`config.mk`:
```
export PLATFORM = sky130hd
export DESIGN_NAME = id_ex_pipe_reg
export DESIGN_NICKNAME = d
export VERILOG_FILES = /design/src/rtl/pipe_pkg.sv /design/src/rtl/sat_counter.sv /design/src/rtl/id_ex_pipe_reg.sv
export SDC_FILE = /design/constraint.sdc
export NUM_CORES = 1
export LEC_CHECK = 0
export ABC_AREA = 1
export CORE_AREA = 4 4 225 227
export CTS_CLUSTER_DIAMETER = 100
export CTS_CLUSTER_SIZE = 16
export DETAILED_ROUTE_END_ITERATION = 10
export DIE_AREA = 0 0 229 231
export PLACE_DENSITY = 0.51
export SYNTH_ARGS = -nofsm -noshare
export SYNTH_HDL_FRONTEND = slang
export SYNTH_SLANG_ARGS = --single-unit
```
`constraint.sdc`:
```
create_clock -name clk -period 1.2 [get_ports clk]
set_input_delay 0.18 -clock clk [delete_from_list [all_inputs] [get_ports clk]]
set_output_delay 0.18 -clock clk [all_outputs]
set_load 0.005 [all_outputs]
```
`src/rtl/pipe_pkg.sv`:
```
// Shared ID/EX pipeline definitions: control-bundle layout and datapath defaults.
package pipe_pkg;

  localparam int unsigned XLEN_DEF   = 64;
  localparam int unsigned REG_AW_DEF = 5;

  localparam int unsigned CTRL_W     = 8;
  localparam int unsigned BRANCH     = 0;
  localparam int unsigned MEM_READ   = 1;
  localparam int unsigned MEM_TO_REG = 2;
  localparam int unsigned ALU_OP_LO  = 3;
  localparam int unsigned ALU_OP_HI  = 4;
  localparam int unsigned MEM_WRITE  = 5;
  localparam int unsigned ALU_SRC    = 6;
  localparam int unsigned REG_WRITE  = 7;

  // Field order mirrors the stall-mux bit order, MSB first.
  typedef struct packed {
    logic       reg_write;
    logic       alu_src;
    logic       mem_write;
    logic [1:0] alu_op;
    logic       mem_to_reg;
    logic       mem_read;
    logic       branch;
  } id_ex_ctrl_t;

endpackage

```
`src/rtl/sat_counter.sv`:
```
// Saturating up-counter with hold; reusable for stall/flush statistics.
module sat_counter #(
  parameter int unsigned W = 16
) (
  input  logic         clk,
  input  logic         rst,
  input  logic         inc,
  input  logic         hold,
  output logic [W-1:0] count
);

  logic [W-1:0] r_count;

  always_ff @(posedge clk) begin
    if (rst) begin
      r_count <= '0;
    end else if (!hold && inc && (r_count != '1)) begin
      r_count <= r_count + W'(1);
    end
  end

  assign count = r_count;

endmodule

```
`src/rtl/id_ex_pipe_reg.sv`:
```
// ID/EX pipeline register with flush/hold and a saturating bubble counter.
module id_ex_pipe_reg
  import pipe_pkg::*;
#(
  parameter int unsigned XLEN   = XLEN_DEF,
  parameter int unsigned REG_AW = REG_AW_DEF,
  parameter int unsigned CNT_W  = 16
) (
  input  logic              clk,
  input  logic              rst,
  input  logic              hold,
  input  logic              flush,
  input  logic              bubble_in,
  input  logic              valid_in,
  input  logic              branch_in,
  input  logic              mem_read_in,
  input  logic              mem_to_reg_in,
  input  logic              mem_write_in,
  input  logic              alu_src_in,
  input  logic              reg_write_en_in,
  input  logic [1:0]        alu_op_in,
  input  logic [XLEN-1:0]   pc_in,
  input  logic [XLEN-1:0]   rs1_data_in,
  input  logic [XLEN-1:0]   rs2_data_in,
  input  logic [XLEN-1:0]   imm_in,
  input  logic [REG_AW-1:0] rs1_addr_in,
  input  logic [REG_AW-1:0] rs2_addr_in,
  input  logic [REG_AW-1:0] rd_addr_in,
  input  logic [3:0]        funct_in,
  output logic              branch_out,
  output logic              mem_read_out,
  output logic              mem_to_reg_out,
  output logic              mem_write_out,
  output logic              alu_src_out,
  output logic              reg_write_en_out,
  output logic [1:0]        alu_op_out,
  output logic [XLEN-1:0]   pc_out,
  output logic [XLEN-1:0]   rs1_data_out,
  output logic [XLEN-1:0]   rs2_data_out,
  output logic [XLEN-1:0]   imm_out,
  output logic [REG_AW-1:0] rs1_addr_out,
  output logic [REG_AW-1:0] rs2_addr_out,
  output logic [REG_AW-1:0] rd_addr_out,
  output logic [3:0]        funct_out,
  output logic              valid_out,
  output logic [CNT_W-1:0]  bubble_count
);

  logic [CTRL_W-1:0] w_ctrl_bits;
  logic              w_load;
  id_ex_ctrl_t       r_ctrl;
  logic              r_valid;
  logic [XLEN-1:0]   r_pc, r_rs1_data, r_rs2_data, r_imm;
  logic [REG_AW-1:0] r_rs1_addr, r_rs2_addr, r_rd_addr;
  logic [3:0]        r_funct;

  assign w_ctrl_bits[BRANCH]     = branch_in;
  assign w_ctrl_bits[MEM_READ]   = mem_read_in;
  assign w_ctrl_bits[MEM_TO_REG] = mem_to_reg_in;
  assign w_ctrl_bits[ALU_OP_LO]  = alu_op_in[0];
  assign w_ctrl_bits[ALU_OP_HI]  = alu_op_in[1];
  assign w_ctrl_bits[MEM_WRITE]  = mem_write_in;
  assign w_ctrl_bits[ALU_SRC]    = alu_src_in;
  assign w_ctrl_bits[REG_WRITE]  = reg_write_en_in;

  assign w_load = !flush && !hold;

  // Flush clears the whole entry; controls are taken verbatim since the stall mux already zeroed them.
  always_ff @(posedge clk) begin
    if (rst || flush) begin
      r_ctrl     <= '0;
      r_valid    <= 1'b0;
      r_pc       <= '0;
      r_rs1_data <= '0;
      r_rs2_data <= '0;
      r_imm      <= '0;
      r_rs1_addr <= '0;
      r_rs2_addr <= '0;
      r_rd_addr  <= '0;
      r_funct    <= '0;
    end else if (!hold) begin
      r_ctrl     <= id_ex_ctrl_t'(w_ctrl_bits);
      r_valid    <= valid_in && !bubble_in;
      r_pc       <= pc_in;
      r_rs1_data <= rs1_data_in;
      r_rs2_data <= rs2_data_in;
      r_imm      <= imm_in;
      r_rs1_addr <= rs1_addr_in;
      r_rs2_addr <= rs2_addr_in;
      r_rd_addr  <= rd_addr_in;
      r_funct    <= funct_in;
    end
  end

  sat_counter #(.W(CNT_W)) u_bubble_cnt (
    .clk   (clk),
    .rst   (rst),
    .inc   (w_load && bubble_in),
    .hold  (hold),
    .count (bubble_count)
  );

  assign branch_out       = r_ctrl.branch;
  assign mem_read_out     = r_ctrl.mem_read;
  assign mem_to_reg_out   = r_ctrl.mem_to_reg;
  assign mem_write_out    = r_ctrl.mem_write;
  assign alu_src_out      = r_ctrl.alu_src;
  assign reg_write_en_out = r_ctrl.reg_write;
  assign alu_op_out       = r_ctrl.alu_op;
  assign valid_out        = r_valid;
  assign pc_out           = r_pc;
  assign rs1_data_out     = r_rs1_data;
  assign rs2_data_out     = r_rs2_data;
  assign imm_out          = r_imm;
  assign rs1_addr_out     = r_rs1_addr;
  assign rs2_addr_out     = r_rs2_addr;
  assign rd_addr_out      = r_rd_addr;
  assign funct_out        = r_funct;

  // An invalid EX entry must never carry live control bits.
  a_ctrl_zero_when_invalid: assert property (
    @(posedge clk) disable iff (rst) !r_valid |-> (r_ctrl == '0)
  );

endmodule
```
==> run_results.csv, run 1 <==
group,metric,value,unit
outcome,status,"complete, but fails checks",
outcome,failed_checks,"setup timing",
hold_path,hold_end,"rs2_data_out[29]",
synth,synth.distinct_cells,25,
synth,synthAdderAreaFrac,0.00117,
synth,ys_warn_count,0,
global_route,gr-total-overflow,0,
drt,dr_wl_met3,3.67,mm
drt,drt_iter0_drc,414,
drt,wl,45.0,mm
power,ir_worst_vdd,0.000743,V
floorplan,fp.dieH,231,um
power,powerDensity,1070,nW/um2
cts,clk_pin_slew,0.08,ns
finish,diodes,0,
drt,highest_layer,"met4",
timing,post-route-min-period,1.39,ns
global_route,grt_pass1_vias,11544,
drt,viasPerCell,4.27,
cts,cts_buffers,22,
timing,layout_worst_path_cycle_share,1.16,
drt,wl_per_cell,16.7,um
critical_path,regToRegSetupSlack,-0.19,ns
timing,skew,0.00898,ns
cts,cts_root_buffer,"clkbuf_16",
finish,drive_above_1_share,0.402,
synth,synth_top_family_by_area,"simple AND/OR/NAND/NOR gates",
drt,wl_met1,17.8,mm
synth,yosysSeqAreaShare,0.561,
floorplan,rows,81,
cts,cts_buffer_depth,3,
drt,drc,0,
critical_path,rr_endpoint,"u_bubble_cnt.count[3]",
timing,drv_slew,0,
floorplan,ios,589,
synth,synth-seq-cells,300,
global_route,antenna_found_initial,0,
critical_path,reg2reg_depth,9,
cts,cts.sinks,300,
cts,cts_tree,"yes",
finish,area_growth_syn_to_layout,78.7,%
synth,syn_nets,1670,
hold_path,hold_start,"rs2_data_in[29]",
drt,route.met2.wl,22.5,mm
critical_path,worstSetupEndpointType,"flip-flop",
critical_path,critPathRequiredTime,1.63,ns
power,leakage,8.12,nW
synth,synth_edf_count,0,
finish,fin_nets,2358,
global_route,grt_max_degree,49,
timing,hold_viol_final,0,
drt,via_count,11496,
critical_path,worstPathMaxFanout,10,
critical_path,arrival,1.82,ns
cts,htreeDepth,1,
placed_design,detailed_place_hpwl,33.9,mm
synth,async_reset_ff_frac,0,
critical_path,crit_path_start,"u_bubble_cnt.count[0]",
placed_design,placed_cell_area,18100,um2
timing,finalSetupViolCount,30,
synth,synthFlopType,"dfxtp_1",
floorplan,die_area,52900,um2
cts,clock_latency,0.53,ns
power,power,20.4,mW
synth,syn_area,10700,um2
critical_path,crit_type,"flip-flop to flip-flop",
synth,avgSynthCellArea,7.75,um2
timing,tightest_slew,0.302,ns
hold_path,hold_class,"input pin to flip-flop",
critical_path,startpoint_type,"flip-flop",
placed_design,gp_congestion,0.829,
drt,final_antenna_net_count,0,
finish,final_area,19100,um2
floorplan,core,48600,um2
synth,synth_cells,1380,
global_route,grt_pass1_wl,67.7,mm
synth,synth_xor_area_frac,0.00164,
floorplan,initial_core_util,0.220,
critical_path,r2r_start,"u_bubble_cnt.count[0]",
synth,synthSimpleGateAreaFrac,0.248,
timing,relSlewSlack,0.798,
floorplan,dieWidth,229,um
global_route,grt_util_all_layers,0.159,
timing,rsz0062_at_grt,"true",
drt,dr.pass1.iters,4,
synth,yosys-mux-area-fraction,0,
job,maxCapViolations,0,
timing,fmax,718,MHz
timing,finalWorstSetupSlack,-0.193,ns
synth,synth_compound_area_frac,0.139,
placed_design,io_buffers,588,
hold_path,min_path_cells,3,
## stage by stage
| step | hold WS (ns) | worst slack, ns | utilization | TNS, ns | std cells |
|---|---|---|---|---|---|
| floorplan | 0.249 | -0.0157 | - | -0.0348 | 1380 |
| global placement | 0.442 | -0.432 | 0.373 | -112.60 | 2609 |
| detailed placement | 0.450 | -0.468 | 0.373 | -119.86 | 2609 |
| CTS | 0.141 | -0.147 | 0.384 | -3.54 | 2670 |
| global route | 0.162 | -0.289 | 0.393 | -5.45 | 2691 |
| finish | 0.176 | -0.193 | 0.393 | -3.09 | 2691 |
## area by class of cell
class | instances | area (um2)
Sequential cell | 300 | 6400
Tap cell | 622 | 778
Inverter | 14 | 67.6
Clock buffer | 24 | 579
Timing Repair Buffer | 759 | 7030
Fill cell | 5061 | 29500
Multi-Input combinational cell | 971 | 4260
Clock inverter | 1 | 5.00
## layout by cell type (no fill, tap or decap), types with 5 or more instances in the layout
cell,netlist,final
nand2_1,602,599
a21oi_1,294,292
dfxtp_2,0,290
clkdlybuf4s50_1,0,287
buf_6,1,168
buf_2,74,147
buf_4,3,128
buf_12,0,27
nor2_1,31,26
clkbuf_16,0,23
nand3_1,14,11
inv_1,10,9
nor2_4,5,8
dfxtp_4,0,8
nand2_4,4,6
nor2_2,3,5
## cells by family (layout without fill, tap and decap cells)
group | count (synthesis) | count (layout)
fa+ha+maj | 1 | 1
compound gates | 298 | 298
simple gates | 670 | 670
buf+inv | 109 | 798
xor+xnor | 2 | 2
flops | 300 | 300
## state kept, by name, indices dropped and copies added, names as in the netlist
| register | cells |
|---|---|
| alu_op_out | 2 |
| alu_src_out | 1 |
| branch_out | 1 |
| funct_out | 4 |
| imm_out | 64 |
| mem_read_out | 1 |
| mem_to_reg_out | 1 |
| mem_write_out | 1 |
| pc_out | 64 |
| rd_addr_out | 5 |
| reg_write_en_out | 1 |
| rs1_addr_out | 5 |
| rs1_data_out | 64 |
| rs2_addr_out | 5 |
| rs2_data_out | 64 |
| u_bubble_cnt.count | 16 |
| valid_out | 1 |
## worst max-delay path, cell delays in order (launching register included)
cell and delay, ns:
dfxtp_4 0.36, ha_4 0.17, nand2_4 0.08, nor2_4 0.05, nand2_2 0.10, nor2_4 0.05
nor2_4 0.25, nand3_1 0.12, nand2_1 0.07, nor2_1 0.04
## worst max-delay path by stage
stage	to	slack, ns	depth (start not counted)
final	u_bubble_cnt.count[3]	-0.19	9
after CTS	u_bubble_cnt.count[9]	-0.15	6
after detailed placement	rs1_data_out[19]	-0.47	7
after global placement	rs1_data_out[19]	-0.43	7
after global routing	u_bubble_cnt.count[3]	-0.29	9
after floorplan	u_bubble_cnt.count[3]	-0.02	7
## power by group
part	internal, mW	switching (mW)	leakage [nW]
clock network	3.40	3.58	0.289
registers	10.3	0.186	2.58
logic	1.77	1.20	5.25
total	15.5	4.96	8.12
## synth_stat cells, types with 4 or more instances
| master | number | area, um2 |
|---|---|---|
| o21ai_0 | 4 | 20.0 |
| nand3_1 | 14 | 70.1 |
| nor2_4 | 5 | 56.3 |
| dfxtp_1 | 300 | 6010 |
| clkbuf_1 | 17 | 63.8 |
| nor2_1 | 31 | 116 |
| buf_2 | 74 | 370 |
| nand2_4 | 4 | 45.0 |
| a21oi_1 | 294 | 1470 |
| inv_1 | 10 | 37.5 |
| nand2_1 | 602 | 2260 |
## routing by layer
layer,track usage,vias up
met3,0.0501,49
met4,0.0375,0
met2,0.286,400
met1,0.183,5274
met5,0,-
li1,-,5773
## repair_timing
item,in CTS,in global routing
endpoints found under the setup margin,316,129
gates resized for setup,1643,53
buffers inserted,35,22
endpoints found under the hold margin,3,0
hold buffers,1,0
pin swaps,14,10
(Power assumes the default switching activity.)
==> run 2, diff against run 1 <==
--- a/config.mk
+++ b/config.mk
@@ -12,6 +12,7 @@
 export DETAILED_ROUTE_END_ITERATION = 10
 export DIE_AREA = 0 0 229 231
 export PLACE_DENSITY = 0.51
+export SLEW_MARGIN = 5
 export SYNTH_ARGS = -nofsm -noshare
 export SYNTH_HDL_FRONTEND = slang
 export SYNTH_SLANG_ARGS = --single-unit
==> results of run 2 <==
No change in the layout: final DEF, timing and power equal those of run 1.
==> run 3, diff against run 2 <==
--- a/config.mk
+++ b/config.mk
@@ -6,6 +6,7 @@
 export NUM_CORES = 1
 export LEC_CHECK = 0
 export ABC_AREA = 1
+export CAP_MARGIN = 20
 export CORE_AREA = 4 4 225 227
 export CTS_CLUSTER_DIAMETER = 100
 export CTS_CLUSTER_SIZE = 16
==> results of run 3 <==
No change in the layout: final DEF, timing and power equal those of run 1.
